## src/rtl/led_rand_pkg.sv

```systemverilog
`default_nettype none
// ============================================================================
// Module      : led_rand_pkg
// Description : Shared constants, state type and LFSR step helper for the
//               masked-LED fresh-randomness generator.
//               Lane slice layout (LANE_W bits per S-box):
//                 [R1_OFS +: R_W] = r1, [R2_OFS +: R_W] = r2,
//                 [R3_OFS +: R_W] = r3, [RS_OFS +: R_W] = rs
// Revision    : 1.0 - initial release
// ============================================================================
package led_rand_pkg;

    localparam int LANE_W = 24;
    localparam int R_W    = 6;

    localparam int R1_OFS = 0;
    localparam int R2_OFS = 6;
    localparam int R3_OFS = 12;
    localparam int RS_OFS = 18;

    // Feedback taps at bits 23, 22, 21 and 16.
    localparam logic [LANE_W-1:0] LFSR_TAPS = 24'hE1_0000;

    // Number of single-bit shifts that make up one lane advance.
    localparam int STEPS_PER_ADV = 24;

    // An all-zero LFSR state locks up, so a zero seed slice is replaced by this.
    localparam logic [LANE_W-1:0] SEED_FIX = 24'h00_0001;

    typedef enum logic [1:0] {
        NEED_SEED = 2'd0,
        WARMUP    = 2'd1,
        RUN       = 2'd2
    } state_e;

    // One Fibonacci LFSR shift: feedback enters at bit 0.
    function automatic logic [LANE_W-1:0] lfsr_step(input logic [LANE_W-1:0] s);
        return {s[LANE_W-2:0], ^(s & LFSR_TAPS)};
    endfunction

endpackage
`default_nettype wire

```

## src/rtl/led_rand_lane.sv

```systemverilog
`default_nettype none
// ============================================================================
// Module      : led_rand_lane
// Description : One 24-bit LFSR randomness lane. Either loads a seed (with
//               zero-state fix) or performs a full 24-step advance per cycle.
// Ports       : clk, rst    - clock, asynchronous active-high reset
//               load_i      - load seed_i this cycle (takes priority)
//               seed_i      - seed slice for this lane
//               adv_i       - advance the lane by 24 LFSR steps
//               lane_o      - current lane state
// Revision    : 1.0 - initial release
// ============================================================================
module led_rand_lane
    import led_rand_pkg::*;
(
    input  logic              clk,
    input  logic              rst,
    input  logic              load_i,
    input  logic [LANE_W-1:0] seed_i,
    input  logic              adv_i,
    output logic [LANE_W-1:0] lane_o
);

    logic [LANE_W-1:0] lane_q;
    logic [LANE_W-1:0] lane_d;
    logic [LANE_W-1:0] adv_val;

    // Fully unrolled so every draw exposes 24 fresh bits.
    always_comb begin
        adv_val = lane_q;
        for (int k = 0; k < STEPS_PER_ADV; k++) begin
            adv_val = lfsr_step(adv_val);
        end
    end

    always_comb begin
        lane_d = lane_q;
        if (load_i) begin
            lane_d = (seed_i == '0) ? SEED_FIX : seed_i;
        end else if (adv_i) begin
            lane_d = adv_val;
        end
    end

    always_ff @(posedge clk or posedge rst) begin
        if (rst) begin
            lane_q <= SEED_FIX;
        end else begin
            lane_q <= lane_d;
        end
    end

    assign lane_o = lane_q;

endmodule
`default_nettype wire

```

## src/rtl/led_rand_gen.sv

```systemverilog
`default_nettype none
// ============================================================================
// Module      : led_rand_gen
// Description : Fresh-randomness source for masked LED pipelines. NUM_SBOX
//               independent LFSR lanes deliver 24 bits each per draw over a
//               valid/ready handshake, with seeding, warm-up and reseed limit.
// Ports       : clk, rst    - clock, asynchronous active-high reset
//               seed        - seed word, lane i = seed[24i+23:24i]
//               seed_valid  - seed offered; seed_ready - seed accepted
//               rnd         - randomness word (zero while not valid)
//               rnd_valid   - fresh unused draw present; rnd_ready - consume
//               reseed_req  - high while a seed is required
//               draw_cnt    - draws accepted since the last seed
// Macro       : LED_RAND_ZERO_EN - when defined, rnd is forced to zero while
//               handshake, lanes and counters run unchanged.
// Constraint  : RESEED_LIMIT < 2**CNT_W.
// Revision    : 1.0 - initial release
// ============================================================================
module led_rand_gen
    import led_rand_pkg::*;
#(
    parameter int unsigned NUM_SBOX     = 16,
    parameter int unsigned WARMUP_CYC   = 8,
    parameter int unsigned RESEED_LIMIT = 65535,
    parameter int unsigned CNT_W        = 16
) (
    input  logic                       clk,
    input  logic                       rst,
    input  logic [LANE_W*NUM_SBOX-1:0] seed,
    input  logic                       seed_valid,
    output logic                       seed_ready,
    output logic [LANE_W*NUM_SBOX-1:0] rnd,
    output logic                       rnd_valid,
    input  logic                       rnd_ready,
    output logic                       reseed_req,
    output logic [CNT_W-1:0]           draw_cnt
);

    localparam int unsigned       WC_W      = (WARMUP_CYC > 1) ? $clog2(WARMUP_CYC + 1) : 1;
    localparam logic [WC_W-1:0]   WC_LOAD   = WC_W'(WARMUP_CYC);
    localparam logic [WC_W-1:0]   WC_ONE    = WC_W'(1);
    localparam logic [CNT_W-1:0]  CNT_LIMIT = CNT_W'(RESEED_LIMIT);
    localparam logic [CNT_W-1:0]  CNT_MAX   = '1;
    localparam logic [CNT_W-1:0]  CNT_ONE   = CNT_W'(1);

    state_e            state_q, state_d;
    logic [WC_W-1:0]   wcnt_q, wcnt_d;
    logic [CNT_W-1:0]  cnt_q, cnt_d;

    logic                       lane_load;
    logic                       lane_adv;
    logic [LANE_W*NUM_SBOX-1:0] lanes;

    // ------------------------------------------------------------------
    // Next-state and handshake outputs
    // ------------------------------------------------------------------
    always_comb begin
        state_d    = state_q;
        wcnt_d     = wcnt_q;
        cnt_d      = cnt_q;
        lane_load  = 1'b0;
        lane_adv   = 1'b0;
        seed_ready = 1'b0;
        rnd_valid  = 1'b0;
        reseed_req = 1'b0;

        case (state_q)
            NEED_SEED: begin
                reseed_req = 1'b1;
                seed_ready = 1'b1;
                if (seed_valid) begin
                    lane_load = 1'b1;
                    cnt_d     = '0;
                    wcnt_d    = WC_LOAD;
                    state_d   = (WARMUP_CYC == 0) ? RUN : WARMUP;
                end
            end

            WARMUP: begin
                // Lanes free-run; the last advance coincides with entering RUN.
                lane_adv = 1'b1;
                if (wcnt_q <= WC_ONE) begin
                    state_d = RUN;
                end else begin
                    wcnt_d = wcnt_q - WC_ONE;
                end
            end

            RUN: begin
                rnd_valid  = 1'b1;
                seed_ready = 1'b1;
                if (seed_valid) begin
                    // A concurrent draw still consumes the value on rnd this
                    // cycle; the seed simply wins the lane update.
                    lane_load = 1'b1;
                    cnt_d     = '0;
                    wcnt_d    = WC_LOAD;
                    state_d   = (WARMUP_CYC == 0) ? RUN : WARMUP;
                end else if (rnd_ready) begin
                    lane_adv = 1'b1;
                    if (RESEED_LIMIT == 0) begin
                        if (cnt_q != CNT_MAX) begin
                            cnt_d = cnt_q + CNT_ONE;
                        end
                    end else begin
                        cnt_d = cnt_q + CNT_ONE;
                        if (cnt_d == CNT_LIMIT) begin
                            state_d = NEED_SEED;
                        end
                    end
                end
            end

            default: begin
                state_d = NEED_SEED;
            end
        endcase
    end

    always_ff @(posedge clk or posedge rst) begin
        if (rst) begin
            state_q <= NEED_SEED;
            wcnt_q  <= '0;
            cnt_q   <= '0;
        end else begin
            state_q <= state_d;
            wcnt_q  <= wcnt_d;
            cnt_q   <= cnt_d;
        end
    end

    assign draw_cnt = cnt_q;

    // ------------------------------------------------------------------
    // Lanes
    // ------------------------------------------------------------------
    for (genvar i = 0; i < NUM_SBOX; i++) begin : g_lane
        led_rand_lane u_lane (
            .clk    (clk),
            .rst    (rst),
            .load_i (lane_load),
            .seed_i (seed[i*LANE_W +: LANE_W]),
            .adv_i  (lane_adv),
            .lane_o (lanes[i*LANE_W +: LANE_W])
        );
    end

    // Lanes only ever move on a load or an accepted draw, so rnd is stable
    // across a stall without a separate output register.
`ifdef LED_RAND_ZERO_EN
    assign rnd = '0;
`else
    assign rnd = rnd_valid ? lanes : '0;
`endif

endmodule
`default_nettype wire

```

## config.mk

```make
export PLATFORM = sky130hd
export DESIGN_NAME = led_rand_gen
export DESIGN_NICKNAME = d
export VERILOG_FILES = /design/src/rtl/led_rand_pkg.sv /design/src/rtl/led_rand_lane.sv /design/src/rtl/led_rand_gen.sv
export SDC_FILE = /design/constraint.sdc
export NUM_CORES = 2
export LEC_CHECK = 0
export ABC_AREA = 1
export BUFFER_PORTS_ARGS = -buffer_cell sky130_fd_sc_hd__buf_2
export CAP_MARGIN = 10
export CORE_AREA = 2 2 311 313
export CTS_CLUSTER_SIZE = 30
export DETAILED_ROUTE_END_ITERATION = 16
export DIE_AREA = 0 0 313 315
export GPL_ROUTABILITY_DRIVEN = 0
export PLACE_DENSITY_LB_ADDON = 0.1
export REMOVE_ABC_BUFFERS = 1
export SETUP_SLACK_MARGIN = 0.02
export SLEW_MARGIN = 25
export SYNTH_ARGS = -nofsm -noshare
export SYNTH_HDL_FRONTEND = slang
export SYNTH_SLANG_ARGS = --single-unit
```

## constraint.sdc

```tcl
create_clock -name clk -period 13.17 [get_ports clk]
set_clock_uncertainty 0.1 [all_clocks]
set_input_delay 2.634 -clock clk [delete_from_list [all_inputs] [get_ports clk]]
set_output_delay 2.634 -clock clk [all_outputs]
set_load 0.01 [all_outputs]
```

Word level (Yosys, flattened, before mapping) --
Index checks and enable logic that the tools add are counted.
Storage, ports and cells: flip-flop bits (word level) 406, input port bits 388, output and inout port bits 403, logic and storage cells 509
Cells by class: add/sub/neg operators 2, $lt $le $gt $ge 1, equal/unequal tests 9, mux-type cells 70, reductions and logical operators 408
Operators with widths (number):
- $reduce_xor A24 Y1 | 384
- $mux W24 | 48
- $logic_not A24 Y1 | 16
- $mux W384 | 1
- $mux W16 | 3
- $pmux W16 S2 | 1
- $add A16 B1 Y16 const B | 1
- $eq A16 B16 Y1 const B | 1
- $mux W2 | 5
- $mux W4 | 2
- $pmux W4 S2 | 1
- $mux W1 | 7
- $ne A2 B2 Y1 const B | 3
- $ne A3 B3 Y1 const B | 2
- $pmux W2 S3 | 1
- $reduce_and A3 Y1 | 2
- $reduce_bool A2 Y1 | 3
- $le A4 B1 Y1 const B | 1
- $reduce_and A4 Y1 | 1
- $sub A4 B1 Y4 const B | 1
- $eq A2 B1 Y1 const B | 1
- $eq A2 B2 Y1 const B | 1
- $logic_not A2 Y1 | 1
- $ne A2 B1 Y1 const B | 1
- other kinds (2) | 2

Logic depth before layout (Yosys ltp) --
word-level depth 6, depth in mapped cells 14, gate-level depth less buffers 14

Modules after synthesis --
A second synthesis with hierarchy kept.
Second synthesis, totals: cells, all modules 5454, area, all modules 36188.5 um^2
By module, submodules not included:
- led_rand_lane at g_lane[10].u_lane ... | times used 15, cells each 277, area each 1978.1 um^2, seq. area each 601.8 um^2
- led_rand_gen | times used 1, cells each 1024, area each 4560.6 um^2, seq. area each 550.5 um^2
- led_rand_lane at g_lane[0].u_lane | times used 1, cells each 275, area each 1955.6 um^2, seq. area each 601.8 um^2

Least setup slack after synthesis --
Ideal clock, no wire load.
path type reg-to-output, start point reg state_q[0], end point out rnd[366], arrival time 1.601 ns, data required time 10.436 ns, path slack 8.835 ns, cell stages (with the launch flop) 8, path buffers 3, cell sequence dfrtp_1 -> inv_1 -> ha_1 -> buf_4 -> clkbuf_1 -> clkbuf_1 -> nand2_1 -> inv_1
Between the ends: longest elaborated chain between the ends 3
Ends and longest elaborated chain:
- start, declared | line led_rand_gen.sv:46 | state_e state_q, state_d;
- start signal, assigned | line led_rand_gen.sv:126 | state_q <= state_d;
- $eq A2 B2 Y1 | line led_rand_gen.sv:67 | case (state_q)
- $mux W1 | line led_rand_gen.sv:67
- named net rnd_valid | line led_rand_gen.sv:33 | output logic rnd_valid,
- $mux W384 | line led_rand_gen.sv:153 | assign rnd = rnd_valid ? lanes : '0;
- end, declared | line led_rand_gen.sv:32 | output logic [LANE_W*NUM_SBOX-1:0] rnd,
The timed path passes the listed nets, and every way through them passes these cells.

Final worst setup path --
start point in seed_valid, end point reg g_lane[15].u_lane.lane_q[11]
Between the ends: longest elaborated chain between the ends 3, elaborated cells on any way between the ends 6
Ends and longest elaborated chain:
- start, declared | line led_rand_gen.sv:30 | input logic seed_valid,
- $mux W1, on equally long branches | line led_rand_gen.sv:92, led_rand_gen.sv:71
- $pmux W1 S2 or $mux W1 (tied branches)
- $reduce_bool A2 Y1 (no source line) or $mux W24 (tied branches)
- end signal, assigned | line led_rand_lane.sv:49 | lane_q <= lane_d;
- end, declared | line led_rand_lane.sv:24 | logic [LANE_W-1:0] lane_q;
Parallel ways exist; a longest one is shown, timed or not. A chain may end at the register's enable or synchronous reset.

==> run metrics <==
outcome finished, final reports clean; CTS tree yes; crit start category input port; Clock Path Buffers 3; initial core utilization 0.347; Post-synth ARST share 1.00; Worst path slowest cell inv_4; DRC 0; initial DRC count 2,367; H-tree depth 2; number of distinct library cells after synthesis 49; hold buffer count at CTS 0; initial antenna violation count 24; Setup-failing EPs final 0; CP cell instances buf_2 -> inv_2 -> nand2_2 -> nor2_2 -> o21ai_4 -> buf_4 -> nand2_8 -> inv_4 -> buf_4 -> nor2_1 -> a21oi_1; Internal 6.79 mW; vias in the first global route 30,331; Yosys reg bits 406; Pre-antenna DRT Iters 6; WS Path Type input port to flip-flop; WL met1 55,800 microns; worst path required time 13,610 ps; Synth top area share 0.294; clock latency on the worst-skew pair 620 ps; combinational group share of total power 0.656; reg2reg end g_lane[15].u_lane.lane_o[11]$_DFFE_PP0P_; commonest non-fill, non-tap cell in the layout nand2_1; path depth of the worst reg2reg path 11; largest fanout on the critical path 137; Period Utilization, post-route 0.500; Chip Height 315 microns; kind of cell adding the most delay to the critical path buffers and inverters; hold slack 385 ps; first-pass GRT wire length 189,000 microns; IO buf count 790; die area 0.0986 sq mm; synthesis-to-finish area growth 16.8%; Rows 114; Relative slew margins 0.227; Worst EP arrival 7030 ps; Main synth FF type dfrtp_1; buffers and inverters on the worst path 5; core footprint 0.0957 sq mm; MaxCap Viol Count 0; WHS Endpoint wcnt_q[1]$_DFFE_PP0P_; final HPWL from detailed placement 91,000 microns; most frequent CP cell buf_4; post-synth top area cell dfrtp_1; Clk pwr share 0.108; Min-Delay Path Class flip-flop to flip-flop; critical hold path startpoint wcnt_q[1]$_DFFE_PP0P_; Antenna Nets Post-Route 0; fin nets 5,521; sequential share of the synthesized area 0.306; Yosys warning count 0; gr usage total 0.245; DR top layer met5; max-slew violation count 0; peak supply drop 0.196 mV; max frequency 152 MHz; delay of the slowest cell on the worst path 880 ps; Vias/cell 4.87; WL met3 6560 microns; Hold Violations, Final 0; FF-to-FF Start state_q[0]$_DFFE_PP0P_; sequential fraction of design power 0.236; Psw 7.10 mW; die width 313 microns; Tot Pwr 13.9 mW; most frequent cells in the layout nand2_1 (1,030), buf_2 (790), xnor2_1 (584), inv_1 (570), nor2_1 (419); min cycle time layout 6590 ps; clock net sink count 406; CP startpoint seed_valid; largest net degree at the start of global routing 184; RSZ-0062 raised after global routing no; Post-CTS Setup Bufs 0; Cell Area, Synth 0.0332 sq mm; EDFF count, synth 0; Syn Inst Count 4,731; Final WS setup 6580 ps; slew at the pin closest to its max-slew limit 1160 ps; routed len/inst 19.5 microns; PD cells 358 mW/mm^2; grt total ovfl 0; Routed WL 126,000 microns; Fill cells 10,378; CTS Root Cell clkbuf_16; Critical Path End Type flip-flop; switching share of power 0.511; layout cells sized above 1 0.183; pre-CTS WS 5860 ps; CTS buffer count 55; clock-pin slew on the worst setup and hold paths 60 ps; syn avg cell area 7.02 sq um; hold path depth 2; leakage power 20.5 nW; CTS resizes 0; cells taking the most area after synthesis dfrtp_1 (29%), xnor2_1 (15%), nand2_1 (12%), xor2_1 (9.4%), inv_1 (6.5%); number of top-level pins 791; WL met2 60,800 microns; vias 31,462; flop-to-flop setup slack 8010 ps
## how the worst max path moves through the flow
stage	to	slack, ps	depth (start not counted)
4_1_cts	g_lane[6].u_lane.lane_o[2]$_DFFE_PP0P_	6530	11
3_3_place_gp	g_lane[6].u_lane.lane_o[2]$_DFFE_PP0P_	5920	10
3_5_place_dp	g_lane[15].u_lane.lane_o[11]$_DFFE_PP0P_	5860	11
6_report	g_lane[15].u_lane.lane_o[11]$_DFFE_PP0P_	6580	11
2_1_floorplan	g_lane[0].u_lane.lane_o[2]$_DFFE_PP0P_	-9790	9
5_1_grt	g_lane[15].u_lane.lane_o[11]$_DFFE_PP0P_	6260	11
## power groups by stage
stage          registers, mW  clock network, mW  logic (mW)
2_1_floorplan           2.81                  0        7.48
3_3_place_gp            3.30                  0        9.01
3_5_place_dp            3.29                  0        9.09
4_1_cts                 3.28               1.54        9.16
5_1_grt                 3.38               1.59        10.2
6_report                3.27               1.50        9.12
## per-stage QoR
step	cell area [sq um]	cells	TNS, ps	utilization
2_1_floorplan	31200	4256	-3364890	-
3_3_place_gp	37000	6343	0	0.387
3_5_place_dp	37000	6343	0	0.387
4_1_cts	38800	6444	0	0.405
5_1_grt	38800	6459	0	0.406
6_report	38800	6460	0	0.406
## synthesized netlist by cell type, types with 2 or more instances
library cell / instances
nand2_1: 1030
xnor2_1: 584
inv_1: 571
nor2_1: 419
dfrtp_1: 390
xor2_1: 357
clkbuf_1: 309
a21oi_1: 255
o21ai_0: 149
buf_2: 129
a31oi_1: 123
o22ai_1: 71
nand3_1: 64
nor4_1: 49
nand4_1: 28
o211ai_1: 26
clkbuf_2: 18
dfstp_2: 16
or2_2: 14
nor3_1: 13
o21ai_1: 11
a221oi_1: 10
buf_1: 9
ha_1: 9
a22oi_1: 7
and3_1: 7
buf_6: 7
xnor2_2: 7
nand2b_1: 6
a211oi_1: 4
inv_2: 4
nand3b_1: 4
o221ai_1: 4
buf_4: 3
nor2_4: 3
o31ai_1: 3
or2_1: 3
nand2_2: 2
nor2_2: 2
o21bai_1: 2
## cells by family after synthesis
kind of cell    count (synthesis)  synth area share
buf+inv                      1051             0.126
compound gates                668             0.113
mux                             1          0.000339
xor+xnor                      948             0.251
flops                         406             0.306
fa+ha+maj                       9           0.00339
simple gates                 1648             0.199
## per-layer routing
metal,vias up,track usage
met3,141,0.0324
met5,-,0
met2,902,0.414
met4,4,0.0625
met1,15082,0.330
li1,15333,-
## state kept, by name, indices dropped and copies added (netlist names)
signal	flops
wcnt_q	4
draw_cnt	16
state_q	2
g_lane.u_lane.lane_o	384
## layout make-up
class / instances / area (sq um) / share of cell area
Inverter: 576 / 2180 / 0.0562
Sequential cell: 406 / 10200 / 0.262
Clock inverter: 15 / 110 / 0.00284
Antenna cell: 16 / 40.0 / 0.00103
Clock buffer: 86 / 1640 / 0.0423
Multi-Input combinational cell: 3274 / 18900 / 0.486
Tap cell: 1276 / 1600 / 0.0411
Timing Repair Buffer: 811 / 4190 / 0.108
## worst reg2reg max path, delay by kind of cell, from the launching register on
family          cells  cell delay (ps)
fa+ha+maj           1              180
buf+inv             4             2470
flops               1              450
compound gates      2              820
simple gates        4             1070
Power figures use the tool's default switching activity.
